===== src/rtl/spi_pkg.sv =====
// spi_pkg: frame widths, controller FSM states and the peripheral register map
package spi_pkg;

    localparam int FRAME_W = 16;
    localparam int ADDR_W  = 7;
    localparam int DATA_W  = 8;

    typedef enum logic [2:0] {IDLE, SETUP, SHIFT_HI, SHIFT_LO, GAP} state_e;

    localparam logic [ADDR_W-1:0] REG_OUT_LO = 7'h00;
    localparam logic [ADDR_W-1:0] REG_OUT_HI = 7'h01;
    localparam logic [ADDR_W-1:0] REG_PWM_LO = 7'h02;
    localparam logic [ADDR_W-1:0] REG_PWM_HI = 7'h03;
    localparam logic [ADDR_W-1:0] REG_DUTY   = 7'h04;

    function automatic logic [FRAME_W-1:0] pack_frame(input logic rw, input logic [ADDR_W-1:0] addr,
                                                      input logic [DATA_W-1:0] data);
        return {rw, addr, data};
    endfunction

endpackage


===== src/rtl/spi_sclk_divider.sv =====
// spi_sclk_divider: counts CLK_DIV clk cycles per SCLK half-period and strobes the last one
module spi_sclk_divider #(
    parameter int CLK_DIV = 4
) (
    input  logic clk,
    input  logic rst,
    input  logic en_i,
    output logic end_o
);

    localparam logic [7:0] LAST = 8'(CLK_DIV - 1);

    logic [7:0] cnt_q, cnt_d;

    assign end_o = en_i && (cnt_q == LAST);

    // count while enabled; restart at the end of every half-period or when disabled
    always_comb cnt_d = (en_i && !end_o) ? cnt_q + 8'd1 : 8'd0;

    // half-period counter register
    always_ff @(posedge clk or negedge rst)
        if (!rst) cnt_q <= '0;
        else      cnt_q <= cnt_d;

endmodule


===== src/rtl/spi_controller.sv =====
// spi_controller: mode-0 SPI master sending 16-bit {rw,addr,data} frames, capturing read data
module spi_controller
    import spi_pkg::*;
#(
    parameter int CLK_DIV = 4,
    parameter int CS_GAP  = 8
) (
    input  logic              clk,
    input  logic              rst,
    input  logic              cmd_valid,
    output logic              cmd_ready,
    input  logic              cmd_rw,
    input  logic [ADDR_W-1:0] cmd_addr,
    input  logic [DATA_W-1:0] cmd_data,
    output logic              done,
    output logic [DATA_W-1:0] rd_data,
    output logic              busy,
    output logic              cs,
    output logic              sclk,
    output logic              copi,
    input  logic              cipo
);

    localparam logic [7:0] GAP_DONE = 8'(CS_GAP - 2);
    localparam logic [7:0] GAP_LAST = 8'(CS_GAP - 1);

    state_e              state_q;
    logic [FRAME_W-1:0]  shreg_q;
    logic                rw_q;
    logic [3:0]          bit_q;
    logic [7:0]          gap_q;
    logic [DATA_W-1:0]   cap_q;
    logic [DATA_W-1:0]   rd_data_q;
    logic                cs_q, sclk_q, copi_q, done_q, busy_q, ready_q;
    logic                phase_end;

    spi_sclk_divider #(.CLK_DIV(CLK_DIV)) u_div (
        .clk   (clk),
        .rst   (rst),
        .en_i  (state_q inside {SETUP, SHIFT_HI, SHIFT_LO}),
        .end_o (phase_end)
    );

    // frame sequencer: every serial output is a flop so nothing combinational reaches the pins
    always_ff @(posedge clk or negedge rst) begin
        if (!rst) begin
            state_q   <= IDLE;
            shreg_q   <= '0;
            rw_q      <= 1'b0;
            bit_q     <= '0;
            gap_q     <= '0;
            cap_q     <= '0;
            rd_data_q <= '0;
            cs_q      <= 1'b1;
            sclk_q    <= 1'b0;
            copi_q    <= 1'b0;
            done_q    <= 1'b0;
            busy_q    <= 1'b0;
            ready_q   <= 1'b1;
        end else begin
            case (state_q)
                IDLE: if (cmd_valid) begin
                    state_q <= SETUP;
                    shreg_q <= pack_frame(cmd_rw, cmd_addr, cmd_data);
                    rw_q    <= cmd_rw;
                    copi_q  <= cmd_rw;
                    bit_q   <= '0;
                    cs_q    <= 1'b0;
                    busy_q  <= 1'b1;
                    ready_q <= 1'b0;
                end
                SETUP: if (phase_end) begin
                    state_q <= SHIFT_HI;
                    sclk_q  <= 1'b1;
                end
                SHIFT_HI: if (phase_end) begin
                    state_q <= SHIFT_LO;
                    sclk_q  <= 1'b0;
                    shreg_q <= {shreg_q[FRAME_W-2:0], 1'b0};
                    copi_q  <= shreg_q[FRAME_W-2];
                end
                SHIFT_LO: if (phase_end) begin
                    bit_q <= bit_q + 4'd1;
                    if (bit_q == 4'd15) begin
                        state_q <= GAP;
                        cs_q    <= 1'b1;
                        gap_q   <= '0;
                    end else begin
                        state_q <= SHIFT_HI;
                        sclk_q  <= 1'b1;
                        // the rising edge about to be issued carries data bit (15-bit_q-1); capture the last eight
                        if (!rw_q && bit_q >= 4'd7) cap_q <= {cap_q[DATA_W-2:0], cipo};
                    end
                end
                GAP: begin
                    gap_q <= gap_q + 8'd1;
                    if (gap_q == GAP_DONE) begin
                        done_q <= 1'b1;
                        if (!rw_q) rd_data_q <= cap_q;
                    end
                    if (gap_q == GAP_LAST) begin
                        state_q <= IDLE;
                        gap_q   <= '0;
                        done_q  <= 1'b0;
                        busy_q  <= 1'b0;
                        ready_q <= 1'b1;
                    end
                end
                default: state_q <= IDLE;
            endcase
        end
    end

    assign cmd_ready = ready_q;
    assign done      = done_q;
    assign rd_data   = rd_data_q;
    assign busy      = busy_q;
    assign cs        = cs_q;
    assign sclk      = sclk_q;
    assign copi      = copi_q;

endmodule


===== config.mk =====
export PLATFORM = sky130hd
export DESIGN_NAME = spi_controller
export DESIGN_NICKNAME = d
export VERILOG_FILES = /design/src/rtl/spi_pkg.sv /design/src/rtl/spi_sclk_divider.sv /design/src/rtl/spi_controller.sv
export SDC_FILE = /design/constraint.sdc
export NUM_CORES = 1
export LEC_CHECK = 0
export ABC_AREA = 1
export CORE_MARGIN = 2
export CORE_UTILIZATION = 35
export DETAILED_ROUTE_END_ITERATION = 8
export GPL_ROUTABILITY_DRIVEN = 0
export GPL_TIMING_DRIVEN = 0
export PLACE_DENSITY_LB_ADDON = 0.1
export SYNTH_ARGS = -nofsm -noshare
export SYNTH_HDL_FRONTEND = slang
export SYNTH_SLANG_ARGS = --single-unit

===== constraint.sdc =====
create_clock -name clk -period 2.4 [get_ports clk]
set_input_delay 0.24 -clock clk [delete_from_list [all_inputs] [get_ports clk]]
set_output_delay 0.24 -clock clk [all_outputs]
set_load 0.005 [all_outputs]

==> reports/qor.txt, run 1 <==
Seq/Total Area, Yosys: 50.6%
Vias/cell: 4.74
Area contributors post-synth: dfrtp_1, nand2_1, nand3_1
Pre-Repair DR Iteration Count: 4
P&R area growth vs syn: 20.0%
# IOs: 34
Post-Place Cells: 532
Distinct cells, synth: 26
met2 GRT Util: 23.2%
WL per Instance: 12.1 um
minimum clock period after layout: 1700 ps
share of layout cells above drive strength 1: 7.69%
FP Rows: 33
Die Y: 96.9 um
number of global-route vias before repair: 2,425
Sink Count: 61
Worst Hold Class: primary input to async pin
DP Wirelength: 4.61 mm
Num CTS Buffers: 9
Crit Path Category: flop to flop
critical path arrival: 1930 ps
worst IR drop on VDD: 0.330 mV
WL final: 6.60 mm
worst-path fanout max: 9
GR Util met1: 21.2%
Mean Syn Cell Area: 7.67 um2
synth warn: 0
Worst R2R End: cap_q[0]
post_cts resized: 0
GR Overflow Total: 0
Slew @ Worst Pin: 791 ps
crit end category: flop
P per Cell Area: 504 nW/um2
# diodes: 0
startpoint types: flop
failing checks: hold timing
CP required: 2620 ps
Non-Filler Instances: 547
Post-synth EDFFs: 0
Static Leakage: 1.88 nW
input/output buffers: 33
Hold Buf Count CTS: 0
count leader, synth: nand2_1
Worst-Skew Late Latency: 330 ps
area of the multi-input gates: 1360 um2
Post-synth ARST share: 100%
first-pass GRT wire length: 11.7 mm
Slew HR: 47.3%
Hold Vio Cnt, Final: 18
antenna violations before repair: 0
post-synthesis sequential element count: 61
status: complete, but fails checks
DRT antenna net count: 0
# DRC: 0
WHS: -29.3 ps
r2r worst-path depth: 8
Worst R2R Start: u_div.cnt_q[0]
Final nets: 462
Initial Utilization: 36.4%
grt peak-use layer: met2
setup violators final: 0
Die Width: 96.9 um
unrepaired setup endpoints after global routing: false
largest net degree at the start of global routing: 62
dominant cell type by area after synthesis: dfrtp_1
maximum clock insertion buffer count: 2
DRT iter0 DRCs: 133
fin. max-slew vios: 0
area share of the largest cell type after synthesis: 48.9%
fin crit share: 70.9%
Worst-path clk slew: 60 ps
H-tree levels: 3
clk root buf: clkbuf_8
Worst Skew: 6.36 ps
Vias: 2,591
Tot GR Track Use: 15.3%
global routing met3 resource utilization: 4.77%
reg2reg setup slack: 700 ps
Synth top cells by count: nand2_1, dfrtp_1, nand3_1, inv_1, nor2_1
Max Cap Viol: 0
Layout fillers: 870
Post-Syn Area: 3020 um2
prevailing post-synth register cell: dfrtp_1
syn nets: 418
setup TNS: 0 ps
Cells after Synth: 394
Die ar.: 9390 um2
TritonCTS clock tree: yes
setup bufs post-CTS: 0
Core Box Area: 8300 um2
Total Power: 0.00183 W
Fmax: 588 MHz
register area: 1530 um2
[cell type report]
class	count	area share, %
sequential	61	42.2
multi-input combinational	300	37.4
timing repair buffer	33	9.04
clock buffer	15	4.04
tap	105	3.62
inverter	26	2.69
buffer	7	1.07
[how the worst max path moves through the flow]
stage | start | end | slack (ps) | cells after the start
3_5_place_dp | u_div.cnt_q[0] | cap_q[0] | 690 | 8
3_3_place_gp | rst | rd_data[2] | -1110 | 1
6_report | u_div.cnt_q[0] | cap_q[0] | 700 | 8
2_1_floorplan | u_div.cnt_q[0] | cap_q[0] | 1000 | 8
5_1_grt | u_div.cnt_q[0] | cap_q[5] | 520 | 8
4_1_cts | u_div.cnt_q[0] | cap_q[0] | 680 | 8
[registers in the layout (all words and copies together), names as in the netlist]
register and cells:
bit_q 4, busy 1, cap_q 8, cmd_ready 1, copi 1, cs 1
done 1, gap_q 8, rd_data 8, rw_q 1, sclk 1, shreg_q 15
state_q 3, u_div.cnt_q 8
[report_power, final]
group          switching, W  internal [W]  leakage, nW
sequential                0       0.00103        0.763
clock              0.000364      0.000372       0.0718
combinational     0.0000307     0.0000320         1.05
[worst max-delay path, stage by stage (launching register included)]
cell and delay (ps):
dfrtp_1 370, ha_1 220, nand2_1 70, nor2_1 100, nand2_1 160, nor2_2 400
nand2_4 140, nand2_1 90, nand2_1 50
[cell families after synthesis]
group / Yosys count / share of synthesized area [%]
AO/OA/AOI/OAI: 16 / 2.82
flip-flops: 61 / 50.6
adder cells (fa/ha/maj): 4 / 1.66
XOR/XNOR: 2 / 0.580
AND/OR/NAND/NOR: 278 / 39.8
buffers and inverters: 33 / 4.51
[cells in the final DEF, fill, tap and decap left out, types with 4 or more instances in the layout]
cell type / n
clkbuf_1: 7
inv_1: 24
clkbuf_8: 9
nor3_1: 6
nand2_1: 175
clkdlybuf4s50_1: 32
nor2_1: 23
dfrtp_1: 59
nor2_2: 5
ha_1: 4
nand3_1: 55
a21oi_1: 5
buf_2: 4
o21ai_0: 9
[per-layer routing]
metal | vias up | routed length (um)
met4 | 0 | 77
met5 | - | 0
met2 | 26 | 3050
li1 | 1345 | -
met3 | 7 | 211
met1 | 1213 | 3270
[metrics by stage]
step	worst slack [ps]	cell area, um2	util (%)	hold slack, ps
6_report	699	3630	43.7	-29.3
3_3_place_gp	-1110	3480	42.0	454
4_1_cts	680	3630	43.7	13.5
2_1_floorplan	1000	3020	-	-55.6
3_5_place_dp	690	3480	41.9	382
5_1_grt	516	3630	43.7	33.2
Power figures use the tool's default switching activity.
==> run 2, diff against run 1 <==
==> constraint.sdc (replaced) <==
create_clock -name clk -period 1.62 [get_ports clk]
set_input_delay 0.162 -clock clk [delete_from_list [all_inputs] [get_ports clk]]
set_output_delay 0.162 -clock clk [all_outputs]
set_load 0.005 [all_outputs]
==> run 2 against run 1 <==
  * The flow now finishes without violations
  * Total power rose by 48%
  * Via count is 2.1% higher
  * Hold slack improved by 420 ps
  * Sequential share of layout area is 1.8 points lower
  * Combinational power increased by 52%
  * Critical path depth shrank 2
  * Fmax grew 9.8%
  * Flip-flop and latch count is the same
  * Core utilization is 2.0 points higher
  * Register-to-register slack got worse by 630 ps
  * Critical endpoint is now cap_q[4]
  * Highest routed layer unchanged
==> reports/qor.txt, run 2 (synthesized netlist as in run 1, its figures left out) <==
Num CTS Buffers: 9 (unchanged)
Layout fillers: 863 (-0.80%)
WHS Path Cells: 3
worst-path fanout max: 8 (-1)
Initial Utilization: 36.4% (unchanged)
WL final: 6.80 mm (+3.0%)
Slew HR: 46.5% (-0.73 points)
# IOs: 34 (unchanged)
Psw: 0.000583 W (+48%)
status: finished clean
max FFs per register: 15 (unchanged)
setup TNS: 0 ps (unchanged)
Pre-Repair DR Iteration Count: 4 (unchanged)
unrepaired setup endpoints after global routing: true
startpoint types: flop
largest delay contributor family on the critical path: simple AND/OR/NAND/NOR gates
Worst-Skew Late Latency: 330 ps (about the same)
P&R area growth vs syn: 25.6%
critical path arrival: 1760 ps (-170 ps)
Hold Vio Cnt, Final: 0 (-18)
Worst-path clk slew: 60 ps (about the same)
DRT antenna net count: 0 (unchanged)
Worst Hold Class: primary input to flop
clk root buf: clkbuf_8
most common cell after layout, fill and taps aside: nand2_1
worst IR drop on VDD: 0.454 mV (+38%)
Die ar.: 9390 um2 (unchanged)
Static Leakage: 1.93 nW (+2.7%)
Sw Share: 21.5% (-0.063 points)
Max Cap Viol: 0 (unchanged)
design area: 3800 um2 (+4.7%)
input/output buffers: 33 (unchanged)
Most flops, register: shreg_q
Sink Count: 61 (unchanged)
first-pass GRT wire length: 11.7 mm (+0.35%)
min-delay src: cmd_data[0]
DP Wirelength: 4.61 mm (unchanged)
Slew @ Worst Pin: 802 ps (+11.0 ps)
H-tree levels: 3 (unchanged)
clock network power share: 40.2% (about the same)
cell breakdown of the critical path: nor3_1, nand2_2, nor2_4, nand2_4, nand2_1, nand2_1
Crit Path Category: flop to flop
CP required: 1830 ps (-790 ps)
Vias/cell: 4.75 (+0.29%)
FP Rows: 33 (unchanged)
share of layout cells above drive strength 1: 12.2% (+4.5 points)
# diodes: 0 (unchanged)
DRT iter0 DRCs: 145 (+9.0%)
Final nets: 472 (+2.2%)
TritonCTS clock tree: yes
Worst Skew: 8.81 ps (+2.46 ps)
P per Cell Area: 713 nW/um2 (+42%)
r2r worst-path depth: 6 (-2)
largest net degree at the start of global routing: 62 (unchanged)
most frequent cells in the layout: nand2_1, dfrtp_1, nand3_1, clkdlybuf4s50_1, nor2_1
Pint: 0.00212 W (+48%)
crit end category: flop
setup violators final: 0 (unchanged)
Die Width: 96.9 um (unchanged)
antenna violations before repair: 0 (unchanged)
reg2reg setup slack: 70 ps (-630 ps)
Vias: 2,646 (+2.1%)
maximum clock insertion buffer count: 2 (unchanged)
WP buf/inv: 0 (unchanged)
Worst path most repeated cell: nand2_1
Placed Area: 3480 um2 (unchanged)
Crit-path slowest cell: dfrtp_1
WL per Instance: 12.2 um (+1.1%)
Worst R2R End: cap_q[4]
Worst R2R Start: u_div.cnt_q[4]
GR Overflow Total: 0 (unchanged)
# DRC: 0 (unchanged)
minimum clock period after layout: 1550 ps (-152 ps)
Fmax: 646 MHz (+9.8%)
Reg power frac: 56.3% (about the same)
Core Box Area: 8300 um2 (unchanged)
Tot GR Track Use: 15.3% (+0.046 points)
fin. max-slew vios: 0 (unchanged)
fin crit share: 95.6% (+25 points)
number of global-route vias before repair: 2,426 (+0.041%)
Endpoint, Worst Hold: shreg_q[0]
Gate power share: 3.5% (about the same)
Worst path max stage delay: 450 ps (+50 ps)
Die Y: 96.9 um (unchanged)
[run 2: cell types whose count changed in the layout (fill, tap and decap cells not counted), moves of 2 or more]
| cell | previous run | this run |
|---|---|---|
| buf_4 | 1 | 9 |
| nand2_2 | 2 | 5 |
| nand3_1 | 55 | 52 |
| ha_1 | 4 | 2 |
| buf_2 | 4 | 2 |
| inv_2 | 2 | 4 |
| nand2_1 | 175 | 172 |
| clkbuf_4 | 0 | 2 |
| nor3_4 | 0 | 2 |
| nand3_2 | 0 | 2 |
| nor2_2 | 5 | 3 |
| nor2_4 | 1 | 3 |
| inv_1 | 24 | 22 |
[run 2: power by group through the flow]
stage	clock [W]	combinational (W)	sequential, W
floorplan	0	0.0000165	0.00155
global placement	0	0.0000983	0.00155
detailed placement	0	0.0000970	0.00155
CTS	0.00114	0.0000988	0.00152
global route	0.00121	0.000107	0.00152
finish	0.00109	0.0000952	0.00152
[run 2: final cells by class]
type | count | area [um2] | area share (%)
inverters | 26 | 97.6 | 2.57
repair buffers | 43 | 418 | 11.0
clock buffers | 15 | 146 | 3.86
flip-flops and latches | 61 | 1530 | 40.3
well taps | 105 | 131 | 3.46
plain buffers | 7 | 43.8 | 1.15
multi-input cells | 300 | 1430 | 37.6
[run 2: per-layer routing]
layer / part of all wire [%] / routed length (um) / global-route usage, % / vias up
met4: 0.56 / 38 / 3.90 / 0
met5: 0 / 0 / 0 / -
met2: 46 / 3140 / 23.3 / 34
li1: - / - / - / 1367
met3: 3.3 / 224 / 4.77 / 4
met1: 50 / 3390 / 21.3 / 1241
[run 2: worst reg2reg max path, delay by kind of cell, from the launching register on]
family / cells / cell delay [ps]
flip-flops: 1 / 450
AND/OR/NAND/NOR: 6 / 980
[run 2: worst max-delay path by stage]
stage                     slack, ps           start          to  cells past startpoint
after floorplan                 220  u_div.cnt_q[0]    cap_q[0]                      8
after global placement        -1820             rst  rd_data[2]                      1
after detailed placement        -90  u_div.cnt_q[0]    cap_q[0]                      8
after CTS                         3  u_div.cnt_q[0]    gap_q[0]                      8
after global routing            -40  u_div.cnt_q[4]    cap_q[4]                      6
final                            70  u_div.cnt_q[4]    cap_q[4]                      6
[run 2: metrics by stage]
stage / util (%) / hold slack [ps] / setup slack (ps) / total power [W] / instances
detailed placement: 41.9 / 304 / -90.4 / 0.00165 / 532
floorplan: - / -134 / 222 / 0.00157 / 394
finish: 45.7 / 395 / 71.3 / 0.00271 / 557
global placement: 42.0 / 454 / -1820 / 0.00165 / 532
CTS: 44.0 / 390 / 2.76 / 0.00276 / 548
global route: 45.7 / 376 / -42.7 / 0.00284 / 557
[run 2: repair_timing]
action                     CTS  global route
setup endpoints to repair   22            44
gates resized for setup      3            18
setup buffers                0             9
hold endpoints to repair    59             0
pin swaps                    0             5
hold buffers                 1             0
==> run 3, diff against run 2 <==
--- a/config.mk
+++ b/config.mk
@@ -12,6 +12,7 @@
 export GPL_ROUTABILITY_DRIVEN = 0
 export GPL_TIMING_DRIVEN = 0
 export PLACE_DENSITY_LB_ADDON = 0.1
+export SKIP_LAST_GASP = 1
 export SYNTH_ARGS = -nofsm -noshare
 export SYNTH_HDL_FRONTEND = slang
 export SYNTH_SLANG_ARGS = --single-unit
==> run 3 against run 2 <==
  * Critical path depth unchanged
  * Final cell count is the same
  * Clock power hardly changed
  * Flip-flop and latch count stayed put
  * Fmax hardly changed
  * Hold slack about the same
  * Global-route usage did not move
  * Combinational power hardly changed
  * Critical path type unchanged
  * Routed wire length shrank 0.12%
  * Critical endpoint unchanged
  * Total power barely moved
  * Worst setup slack better by 0.74 ps
  * Clock skew hardly changed
==> reports/qor.txt, run 3 (synthesized netlist as in run 1, its figures left out) <==
status: finished clean
WHS Path Cells: 3 (unchanged)
Most flops, register: shreg_q
Fmax: 646 MHz (about the same)
fin crit share: 95.6% (about the same)
Slew HR: 46.5% (about the same)
minimum clock period after layout: 1550 ps (-0.744 ps)
setup violators final: 0 (unchanged)
first-pass GRT wire length: 11.7 mm (unchanged)
Placed Area: 3480 um2 (unchanged)
Worst Skew: 8.82 ps (+0.00433 ps)
max FFs per register: 15 (unchanged)
largest net degree at the start of global routing: 62 (unchanged)
clock network power share: 40.2% (about the same)
Num CTS Buffers: 9 (unchanged)
Core Box Area: 8300 um2 (unchanged)
most frequent cells in the layout: nand2_1, dfrtp_1, nand3_1, clkdlybuf4s50_1, nor2_1
Gate power share: 3.5% (about the same)
reg2reg setup slack: 70 ps (about the same)
Die Y: 96.9 um (unchanged)
Sink Count: 61 (unchanged)
# DRC: 0 (unchanged)
maximum clock insertion buffer count: 2 (unchanged)
Vias/cell: 4.78 (+0.64%)
H-tree levels: 3 (unchanged)
cell breakdown of the critical path: nor3_1, nand2_2, nor2_4, nand2_4, nand2_1, nand2_1
Pre-Repair DR Iteration Count: 4 (unchanged)
fin. max-slew vios: 0 (unchanged)
Non-Filler Instances: 557 (unchanged)
TritonCTS clock tree: yes
FP Rows: 33 (unchanged)
Tot GR Track Use: 15.3% (unchanged)
Worst Hold Class: primary input to flop
Hold Vio Cnt, Final: 0 (unchanged)
DP Wirelength: 4.61 mm (unchanged)
Worst R2R End: cap_q[4]
P&R area growth vs syn: 25.6% (unchanged)
Die ar.: 9390 um2 (unchanged)
startpoint types: flop
Worst-Skew Late Latency: 330 ps (about the same)
worst-path fanout max: 8 (unchanged)
Worst-path clk slew: 60 ps (about the same)
unrepaired setup endpoints after global routing: true
antenna violations before repair: 0 (unchanged)
Pint: 0.00212 W (unchanged)
Final nets: 472 (unchanged)
min-delay src: cmd_data[0]
most common cell after layout, fill and taps aside: nand2_1
Crit Path Category: flop to flop
Static Leakage: 1.93 nW (unchanged)
DRT iter0 DRCs: 124 (-14%)
Reg power frac: 56.3% (about the same)
Worst path most repeated cell: nand2_1
Endpoint, Worst Hold: shreg_q[0]
Slew @ Worst Pin: 802 ps (-0.347 ps)
Max Cap Viol: 0 (unchanged)
P per Cell Area: 713 nW/um2 (about the same)
Worst path max stage delay: 450 ps (about the same)
Worst R2R Start: u_div.cnt_q[4]
number of global-route vias before repair: 2,426 (unchanged)
crit end category: flop
Post-Place Cells: 532 (unchanged)
clk root buf: clkbuf_8
Die Width: 96.9 um (unchanged)
DRT antenna net count: 0 (unchanged)
# diodes: 0 (unchanged)
# IOs: 34 (unchanged)
input/output buffers: 33 (unchanged)
design area: 3800 um2 (unchanged)
Initial Utilization: 36.4% (unchanged)
Psw: 0.000583 W (about the same)
r2r worst-path depth: 6 (unchanged)
Vias: 2,663 (+0.64%)
WHS: 395 ps (+0.234 ps)
GR Overflow Total: 0 (unchanged)
worst IR drop on VDD: 0.454 mV (about the same)
WL per Instance: 12.2 um (-0.12%)
WL final: 6.79 mm (-0.12%)
CP required: 1830 ps (about the same)
Crit-path slowest cell: dfrtp_1
share of layout cells above drive strength 1: 12.2% (unchanged)
Sw Share: 21.5% (about the same)
critical path arrival: 1760 ps (about the same)
-- run 3: cell counts in the layout (fill, tap and decap cells not counted) --
No cell type changed its count.
-- run 3: layer usage --
metal | up-vias | share of wire (%) | GRT usage, %
met3 | 4 | 3.4 | 4.77
met2 | 34 | 46 | 23.3
met1 | 1259 | 50 | 21.3
met5 | - | 0 | 0
li1 | 1366 | - | -
met4 | 0 | 0.56 | 3.90
-- run 3: area by class of cell --
| type | count | area (um2) |
|---|---|---|
| flip-flops and latches | 61 | 1530 |
| multi-input cells | 300 | 1430 |
| clock buffers | 15 | 146 |
| inverters | 26 | 97.6 |
| well taps | 105 | 131 |
| plain buffers | 7 | 43.8 |
| repair buffers | 43 | 418 |
| fillers | 863 | 4500 |
-- run 3: power by group through the flow --
stage	Clock (W)	Combinational (W)	Sequential [W]
after floorplan	0	0.0000165	0.00155
after global placement	0	0.0000983	0.00155
after detailed placement	0	0.0000970	0.00155
after CTS	0.00114	0.0000988	0.00152
after global routing	0.00121	0.000107	0.00152
final	0.00109	0.0000951	0.00152
-- run 3: per-stage QoR --
stage	setup TNS [ps]	power, W	util (%)	setup slack, ps
2_1_floorplan	0	0.00157	-	222
3_3_place_gp	-109740	0.00165	42.0	-1820
3_5_place_dp	-727	0.00165	41.9	-90.4
4_1_cts	0	0.00276	44.0	2.76
5_1_grt	-205	0.00284	45.7	-42.7
6_report	0	0.00271	45.7	72.1
-- run 3: how the worst max path moves through the flow --
stage / startpoint / to / slack, ps / cells after the start
after floorplan: u_div.cnt_q[0] / cap_q[0] / 220 / 8
after global placement: rst / rd_data[2] / -1820 / 1
after detailed placement: u_div.cnt_q[0] / cap_q[0] / -90 / 8
after CTS: u_div.cnt_q[0] / gap_q[0] / 3 / 8
after global routing: u_div.cnt_q[4] / cap_q[4] / -40 / 6
final: u_div.cnt_q[4] / cap_q[4] / 70 / 6
-- run 3: worst max-delay path, delay by kind of cell (launching register included) --
kind | cells | cell delay (ps)
flops | 1 | 450
simple gates | 6 | 980
-- run 3: repair_timing --
action / 4_1_cts / 5_1_grt
hold buffers: 1 / 0
buffers inserted: 0 / 9
setup endpoints to repair: 22 / 44
hold endpoints to repair: 59 / 0
pin swaps: 0 / 4
resized for setup: 3 / 18
gates cloned: 0 / 0
